[config.mk]
export PLATFORM = sky130hd
export DESIGN_NAME = leitor_musica
export DESIGN_NICKNAME = d
export VERILOG_FILES = /design/src/rtl/leitor_musica.sv
export SDC_FILE = /design/constraint.sdc
export NUM_CORES = 1
export LEC_CHECK = 0
export CORE_MARGIN = 2
export CORE_UTILIZATION = 45
export CTS_CLUSTER_SIZE = 16
export DETAILED_ROUTE_END_ITERATION = 10
export GPL_TIMING_DRIVEN = 0
export PLACE_DENSITY = 0.74
export SLEW_MARGIN = 20
export SYNTH_ARGS = -nofsm -noshare
export SYNTH_HDL_FRONTEND = slang
export SYNTH_SLANG_ARGS = --single-unit
[constraint.sdc]
create_clock -name clk -period 4 [get_ports clk]
set_input_delay 1.2 -clock clk [delete_from_list [all_inputs] [get_ports clk]]
set_output_delay 1.2 -clock clk [all_outputs]
set_load 0.05 [all_outputs]
[src/rtl/leitor_musica.sv]
// ----------------------------------------------------------------------------
// leitor_musica -- song playback sequencer.
//
// Walks the words of one song in the external 16 x 32 note/tempo memory. The
// memory has one cycle of synchronous read latency. Each note is held for
// 'tempo' units of TICKS_POR_UNIDADE clock cycles. Playback stops at the
// end-of-song marker or after word 31.
//
// Ports:
//   clk            system clock, rising edge
//   reset          synchronous, active-high reset
//   iniciar        start pulse, accepted only when idle
//   parar          synchronous abort, accepted in any state
//   pausa          level, freezes note timing while high
//   musica_sel     song to play, sampled when iniciar is accepted
//   nota_mem       memory note output
//   tempo_mem      memory tempo output
//   fim_musica_mem memory end-of-song marker
//   musica, addr   registered song select and word address to the memory
//   nota_atual     note currently playing (0 = rest)
//   tocando        sound enable for the tone generator
//   ocupado        high whenever the sequencer is not idle
//   fim            one-cycle pulse on normal song completion
// ----------------------------------------------------------------------------
module leitor_musica #(
   parameter int TICKS_POR_UNIDADE = 12500000,
   parameter int CONT_WIDTH        = $clog2(TICKS_POR_UNIDADE)
) (
   input  logic       clk,
   input  logic       reset,
   input  logic       iniciar,
   input  logic       parar,
   input  logic       pausa,
   input  logic [3:0] musica_sel,
   input  logic [3:0] nota_mem,
   input  logic [3:0] tempo_mem,
   input  logic       fim_musica_mem,
   output logic [3:0] musica,
   output logic [4:0] addr,
   output logic [3:0] nota_atual,
   output logic       tocando,
   output logic       ocupado,
   output logic       fim
);

   typedef enum logic [2:0] {OCIOSO, BUSCA, CARREGA, TOCA, FIM} estado_t;

   localparam logic [CONT_WIDTH-1:0] TICK_MAX = CONT_WIDTH'(TICKS_POR_UNIDADE - 1);

   estado_t               estado_q, estado_d;
   logic [3:0]            musica_q, musica_d;
   logic [4:0]            addr_q, addr_d;
   logic [3:0]            nota_q, nota_d;
   logic                  tocando_q, tocando_d;
   logic                  fim_q, fim_d;
   logic [CONT_WIDTH-1:0] tick_q, tick_d;
   logic [3:0]            unid_q, unid_d;

   always_comb begin
      // NOTE: every variable gets its hold value first so no path through the
      // case statement leaves one unassigned, which would infer a latch.
      estado_d  = estado_q;
      musica_d  = musica_q;
      addr_d    = addr_q;
      nota_d    = nota_q;
      tocando_d = tocando_q;
      fim_d     = 1'b0;
      tick_d    = tick_q;
      unid_d    = unid_q;

      if (parar) begin
         // Abort: silent return to idle, address and song kept for inspection.
         estado_d  = OCIOSO;
         nota_d    = 4'd0;
         tocando_d = 1'b0;
         tick_d    = '0;
         unid_d    = 4'd0;
      end else begin
         unique case (estado_q)
            OCIOSO: begin
               if (iniciar) begin
                  musica_d = musica_sel;
                  addr_d   = 5'd0;
                  estado_d = BUSCA;
               end
            end
            BUSCA: estado_d = CARREGA;   // memory is registering addr
            CARREGA: begin
               if (fim_musica_mem) begin
                  estado_d = FIM;
                  fim_d    = 1'b1;       // fim is high while in FIM
               end else begin
                  nota_d    = nota_mem;
                  tocando_d = (nota_mem != 4'd0);
                  unid_d    = (tempo_mem == 4'd0) ? 4'd1 : tempo_mem;
                  tick_d    = '0;
                  estado_d  = TOCA;
               end
            end
            TOCA: begin
               if (!pausa) begin
                  if (tick_q == TICK_MAX) begin
                     tick_d = '0;
                     unid_d = unid_q - 4'd1;
                     if (unid_q == 4'd1) begin
                        if (addr_q == 5'd31) begin
                           estado_d = FIM;  // no wrap past the last word
                           fim_d    = 1'b1;
                        end else begin
                           addr_d   = addr_q + 5'd1;
                           estado_d = BUSCA;
                        end
                     end
                  end else begin
                     tick_d = CONT_WIDTH'(tick_q + 1);
                  end
               end
            end
            FIM: begin
               nota_d    = 4'd0;
               tocando_d = 1'b0;
               estado_d  = OCIOSO;
            end
            default: estado_d = OCIOSO;
         endcase
      end
   end

   // NOTE: state registers use non-blocking assignments so every flop samples
   // the pre-edge values, independent of statement order.
   always_ff @(posedge clk) begin
      if (reset) begin
         estado_q  <= OCIOSO;
         musica_q  <= 4'd0;
         addr_q    <= 5'd0;
         nota_q    <= 4'd0;
         tocando_q <= 1'b0;
         fim_q     <= 1'b0;
         tick_q    <= '0;
         unid_q    <= 4'd0;
      end else begin
         estado_q  <= estado_d;
         musica_q  <= musica_d;
         addr_q    <= addr_d;
         nota_q    <= nota_d;
         tocando_q <= tocando_d;
         fim_q     <= fim_d;
         tick_q    <= tick_d;
         unid_q    <= unid_d;
      end
   end

   assign musica     = musica_q;
   assign addr       = addr_q;
   assign nota_atual = nota_q;
   assign tocando    = tocando_q & ~pausa;   // pause mutes immediately
   assign ocupado    = (estado_q != OCIOSO);
   assign fim        = fim_q;

endmodule

==> metrics, run 1 <==
outcome=finished clean; Yosys warnings=0; core area=5070 µm²; Yosys top cell by area=dfxtp_1; top-level I/O count=34; global placer's final weighted congestion=approximately 0.84; Final min period=3.85 ns; post-synthesis simple-gate area fraction=between 30 and 40%; Fin Clk Skew=0.0107 ns; largest family of logic cells by synthesized area=simple AND/OR/NAND/NOR gates; largest delay contributor family on the critical path=buffers and inverters; sequential cell area=921 µm²; post-synth top area share=39.0%; CP most frequent cell=clkdlybuf4s50_1; Setup Buffers After CTS=0; TNS Setup=0 ns; Slew Viols, Final=0; ys async rst share=0%; post-synth net total=304; Post-Synthesis Cell Area=2360 µm²; max frequency=approximately 260 MHz; Antenna Cells=0; Hold Fails Final Rpt=0; Tcrit/Tclk final=96.2%; Bufs on Longest Clock Path=2; critical-path maximum fanout=4; clock latency on the worst-skew pair=0.31 ns; CP required=2.80 ns; initial antenna violation count=0; DP Area=2780 µm²; vias per cell=5.51; Synth Area per Inst=8.41 µm²; Final ANT Viol Nets=0; power per cell area=slightly above 300 nW/µm²; root buf cell=clkbuf_8; XOR/XNOR Fraction of Synth Area=5.56%; grt ovf=0; endpoint type of the worst setup path=primary output; total power=0.000875 W; multi-input logic area=about 1400 µm²; CTS tree=yes; Iter 0 DRT Violations=82; Hold Path Class=flip-flop to flip-flop; Rows=26; first-pass GRT wire length=9380 µm; CP max stage delay=0.82 ns; Area growth syn-to-layout=22.3%; final setup vio count=0; number of flops mapped to enable cells by yosys=0; Synth Area in Compound Gates=around an eighth; RSZ-0062 raised after global routing=no; CTS Sinks=46; fin nets=344; largest cells by area after synthesis=dfxtp_1, nor2_1, mux2i_1, a21oi_1, nand2_1; Initial Util=46.6%; Least-Margin Pin Slew=0.656 ns; Layout fillers=488; WP data arrival=2.65 ns; CP bufs+invs=2; vias=~2,200; Die Y=76.5 µm; maxcap violations=0; Rel. slew slack=between 50% and 60%; die span in x=76.5 µm; FF+latch count, synth=46; largest net degree at the start of global routing=15; Lkg Pwr=~0.95 nW; All-Layer GR Usage=19.6%; DRT Pass-1 Iters=4; Peak VDD IR=around 0.17 mV; hold_buf cts=0; Mapped Cells=~280; dpl hpwl=4070 µm; sequential-to-total area share from yosys stat=about 40%; mux contribution to synthesized area=~4.4%; DIE AREA=roughly 5800 µm²; crit path cell chain=clkdlybuf4s50_1 -> nor2b_1 -> clkdlybuf4s50_1; H-tree levels=2; Fin Hold WS=0.495 ns; Critical Path Start Type=input port; ys flop type=dfxtp_1; final instance area=2890 µm²; number of distinct library cells after synthesis=between 40 and 50; share of layout cells above drive strength 1=6.21%; post_cts resized=0; critical path's slowest cell=clkdlybuf4s50_1; clock buffer count from CTS=5; critical path class=input port to primary output; number of remaining DRC errors=0; drt total wl=5390 µm; Adder-Cell Fraction of Synth Area=2.65%; Port Buffer Count=33; vias in the first global route=2,064; WL/cell=~14 µm; clk slew on worst S/H paths=0.09 ns
## cells by family after synthesis
family                   count (synthesis)
adder cells (fa/ha/maj)                  5
multiplexers                            10
AND/OR/NAND/NOR                        145
flip-flops                              46
AO/OA/AOI/OAI                           48
XOR/XNOR                                15
buffers and inverters                   12
## metal layers
layer  up-vias  share of wire [%]  global-route usage, %
met3        10                4.6                   5.57
li1       1108                  -                      -
met1      1001                 47                   23.3
met2        40                 47                   33.5
met5         -                  0                      0
met4         0                2.0                   6.91
## flip-flops by register name (all words and copies together), names as in the netlist
signal	count
unid_q	4
tick_q	24
estado_q	3
musica	4
nota_atual	4
tocando_q	1
addr	5
fim	1
## worst paths after layout
check / from / to / slack [ns] / cells past startpoint
max reg2reg: estado_q[1] / tick_q[12] / 1.57 / 7
min reg2reg: tick_q[13] / tick_q[13] / 0.49 / 2
max: pausa / tocando / 0.15 / 3
min: tick_q[13] / tick_q[13] / 0.49 / 2
## report_power, final
group | switching [W] | internal [W]
sequential | 0.00000167 | 0.000461
clock | 0.000164 | 0.000184
combinational | 0.0000352 | 0.0000292
total | 0.000201 | 0.000674
## through the flow
stage	util, %	setup WS, ns	cells
after detailed placement	54.8	0.169	384
final	57.0	0.151	392
after CTS	57.0	0.152	392
after global placement	54.8	0.166	384
after floorplan	-	0.911	281
after global routing	57.0	0.0670	392
## synthesized netlist by cell type (all sizes together), types with 2 or more instances
master and number:
nand4 11, or4 2, xor2 8, a211oi 2, nor3b 2, and4 2, nor4b 7, ha 5
or3 6, o211ai 2, o21ai 13, nand2 21, mux2i 9, nand3b 2, a21oi 16, nor4 7
nand2b 4, a31oi 4, dfxtp 46, inv 5, nor2b 3, o31ai 3, xnor2 7, and3 7
nor2 42, nor4bb 2, nor3 11, buf 3, and2 2, nand3 10, clkbuf 4
## worst register-to-register path, delay by kind of cell, from the launching register on
kind	cells	cell delay, ns
simple gates	5	1.39
buf+inv	2	0.62
flops	1	0.31
## cell type report
| type | instances | area share, % |
|---|---|---|
| Timing Repair Buffer | 33 | 11.4 |
| Inverter | 5 | 0.649 |
| Clock buffer | 5 | 2.38 |
| Multi-Input combinational cell | 223 | 48.2 |
| Clock inverter | 3 | 1.39 |
| Sequential cell | 46 | 31.9 |
| Buffer | 7 | 1.04 |
| Tap cell | 70 | 3.03 |
## cell usage in the layout, fill, tap and decap left out, types with 9 or more instances in the layout
cell | Yosys | layout
dfxtp_1 | 46 | 46
mux2i_1 | 9 | 9
a21oi_1 | 16 | 16
clkdlybuf4s50_1 | 0 | 33
nor3_1 | 10 | 10
nor2_1 | 41 | 41
nand3_1 | 10 | 10
nand4_1 | 11 | 11
o21ai_0 | 13 | 13
nand2_1 | 21 | 21
No activity file was read; power rests on OpenSTA's default activity.
==> run 2, diff against run 1 <==
--- a/config.mk
+++ b/config.mk
@@ -11,6 +11,7 @@
 export DETAILED_ROUTE_END_ITERATION = 10
 export GPL_TIMING_DRIVEN = 0
 export PLACE_DENSITY = 0.74
+export REMOVE_ABC_BUFFERS = 1
 export SLEW_MARGIN = 20
 export SYNTH_ARGS = -nofsm -noshare
 export SYNTH_HDL_FRONTEND = slang
==> metrics, run 2 (same netlist as run 1, synthesis figures left out) <==
outcome=finished clean; critical path's slowest cell=clkdlybuf4s50_1; WL/cell=between 10 and 15 µm; final setup vio count=0; vias per cell=5.65; CP required=2.80 ns; drt total wl=5350 µm; clock latency on the worst-skew pair=0.31 ns; DIE AREA=5850 µm²; WP data arrival=2.62 ns; Rel. slew slack=49.1%; Rows=26; Critical Path Start Type=input port; multi-input logic area=1400 µm²; final std cells w/o fill=385; Sw Ratio=roughly a quarter; All-Layer GR Usage=between 10% and 20%; dpl hpwl=around 3900 µm; endpoint type of the worst setup path=primary output; vias=2,177; Slew Viols, Final=0; total power=0.000885 W; placed cell count=377; cell-internal power=0.000675 W; Fin Hold WS=0.499 ns; Layout Utilization=56.5%; WHS Path Cells=2; max reg flops=24; H-tree levels=2; Lkg Pwr=around 0.92 nW; core area=5070 µm²; vias in the first global route=2,103; largest net degree at the start of global routing=19; DRT Pass-1 Iters=4; TNS Setup=0 ns; Switch Pwr=0.000210 W; CP most frequent cell=clkdlybuf4s50_1; maxcap violations=0; first-pass GRT wire length=9390 µm; commonest non-fill, non-tap cell in the layout=dfxtp_1; Area growth syn-to-layout=21.3%; critical path class=input port to primary output; initial antenna violation count=0; top-level I/O count=34; R2R depth=5; post_cts resized=0; critical-path maximum fanout=4; Port Buffer Count=33; global placer's final weighted congestion=0.829; Comb power frac=approximately 7%; clock buffer count from CTS=5; Clk pwr share=between 40% and 50%; clk slew on worst S/H paths=0.09 ns; Tcrit/Tclk final=~96%; number of cells on the critical path=3; CP max stage delay=around 0.8 ns; Final ANT Viol Nets=0; share of layout cells above drive strength 1=5.71%; Fin Clk Skew=0.0105 ns; hold_buf cts=0; grt ovf=0; number of remaining DRC errors=0; die span in x=76.5 µm; Peak VDD IR=0.233 mV; power per cell area=308 nW/µm²; Antenna Cells=0; Setup Buffers After CTS=0; Layout fillers=513; Hold Fails Final Rpt=0; RSZ-0062 raised after global routing=no; largest delay contributor family on the critical path=buffers and inverters; sequential cell area=921 µm²; Initial Util=46.6%; max frequency=262 MHz; Reg with most FFs=tick_q; Iter 0 DRT Violations=121; CP bufs+invs=2; CTS tree=yes; sequential power share=52.4%; Die Y=roughly 76 µm; crit path cell chain=clkdlybuf4s50_1 -> nor2b_1 -> clkdlybuf4s50_1; CTS Sinks=46; Hold Path Class=flip-flop to flip-flop; fin nets=337; Least-Margin Pin Slew=0.763 ns; root buf cell=clkbuf_8; most frequent cells in the layout=dfxtp_1, nor2_1, clkdlybuf4s50_1; Final min period=3.82 ns; Bufs on Longest Clock Path=2
==> run 2: stage by stage <==
step	area, µm²	worst slack, ns
final	2870	0.178
after global routing	2870	0.133
after CTS	2870	0.176
after detailed placement	2750	-0.101
after global placement	2750	-0.107
after floorplan	2330	0.911
==> run 2: worst register-to-register path: cells and delay by family (launching register included) <==
family | cells | cell delay, ns
flip-flops | 1 | 0.52
AND/OR/NAND/NOR | 4 | 1.59
multiplexers | 1 | 0.37
==> run 2: final timing paths <==
path / from / endpoint / slack (ns)
worst max-delay path: pausa / tocando / 0.18
worst min-delay path: tocando_q / tocando_q / 0.50
worst max register to register: estado_q[0] / tick_q[23] / 1.38
worst min register to register: tocando_q / tocando_q / 0.50
==> run 2: final cells by class <==
cell class                      instances  share of cell area, %
Inverter                                5                  0.654
Multi-Input combinational cell        223                   48.7
Clock buffer                            5                   2.40
Timing Repair Buffer                   33                   11.5
Clock inverter                          3                   1.57
Tap cell                               70                   3.05
Sequential cell                        46                   32.1
==> run 2: per-layer routing <==
layer  track usage (%)  up-vias  part of all wire, %
met5                 0        -                    0
met4              9.09        0                  2.2
met3              4.50       11                  4.9
met2              32.2       51                   46
met1              23.8     1023                   47
li1                  -     1092                    -
==> run 2: power groups by stage <==
stage	clock network [W]	logic [W]	registers, W
floorplan	0	0.0000229	0.000481
global placement	0	0.0000611	0.000474
detailed placement	0	0.0000614	0.000474
CTS	0.000365	0.0000617	0.000464
global route	0.000380	0.0000674	0.000465
finish	0.000359	0.0000617	0.000464
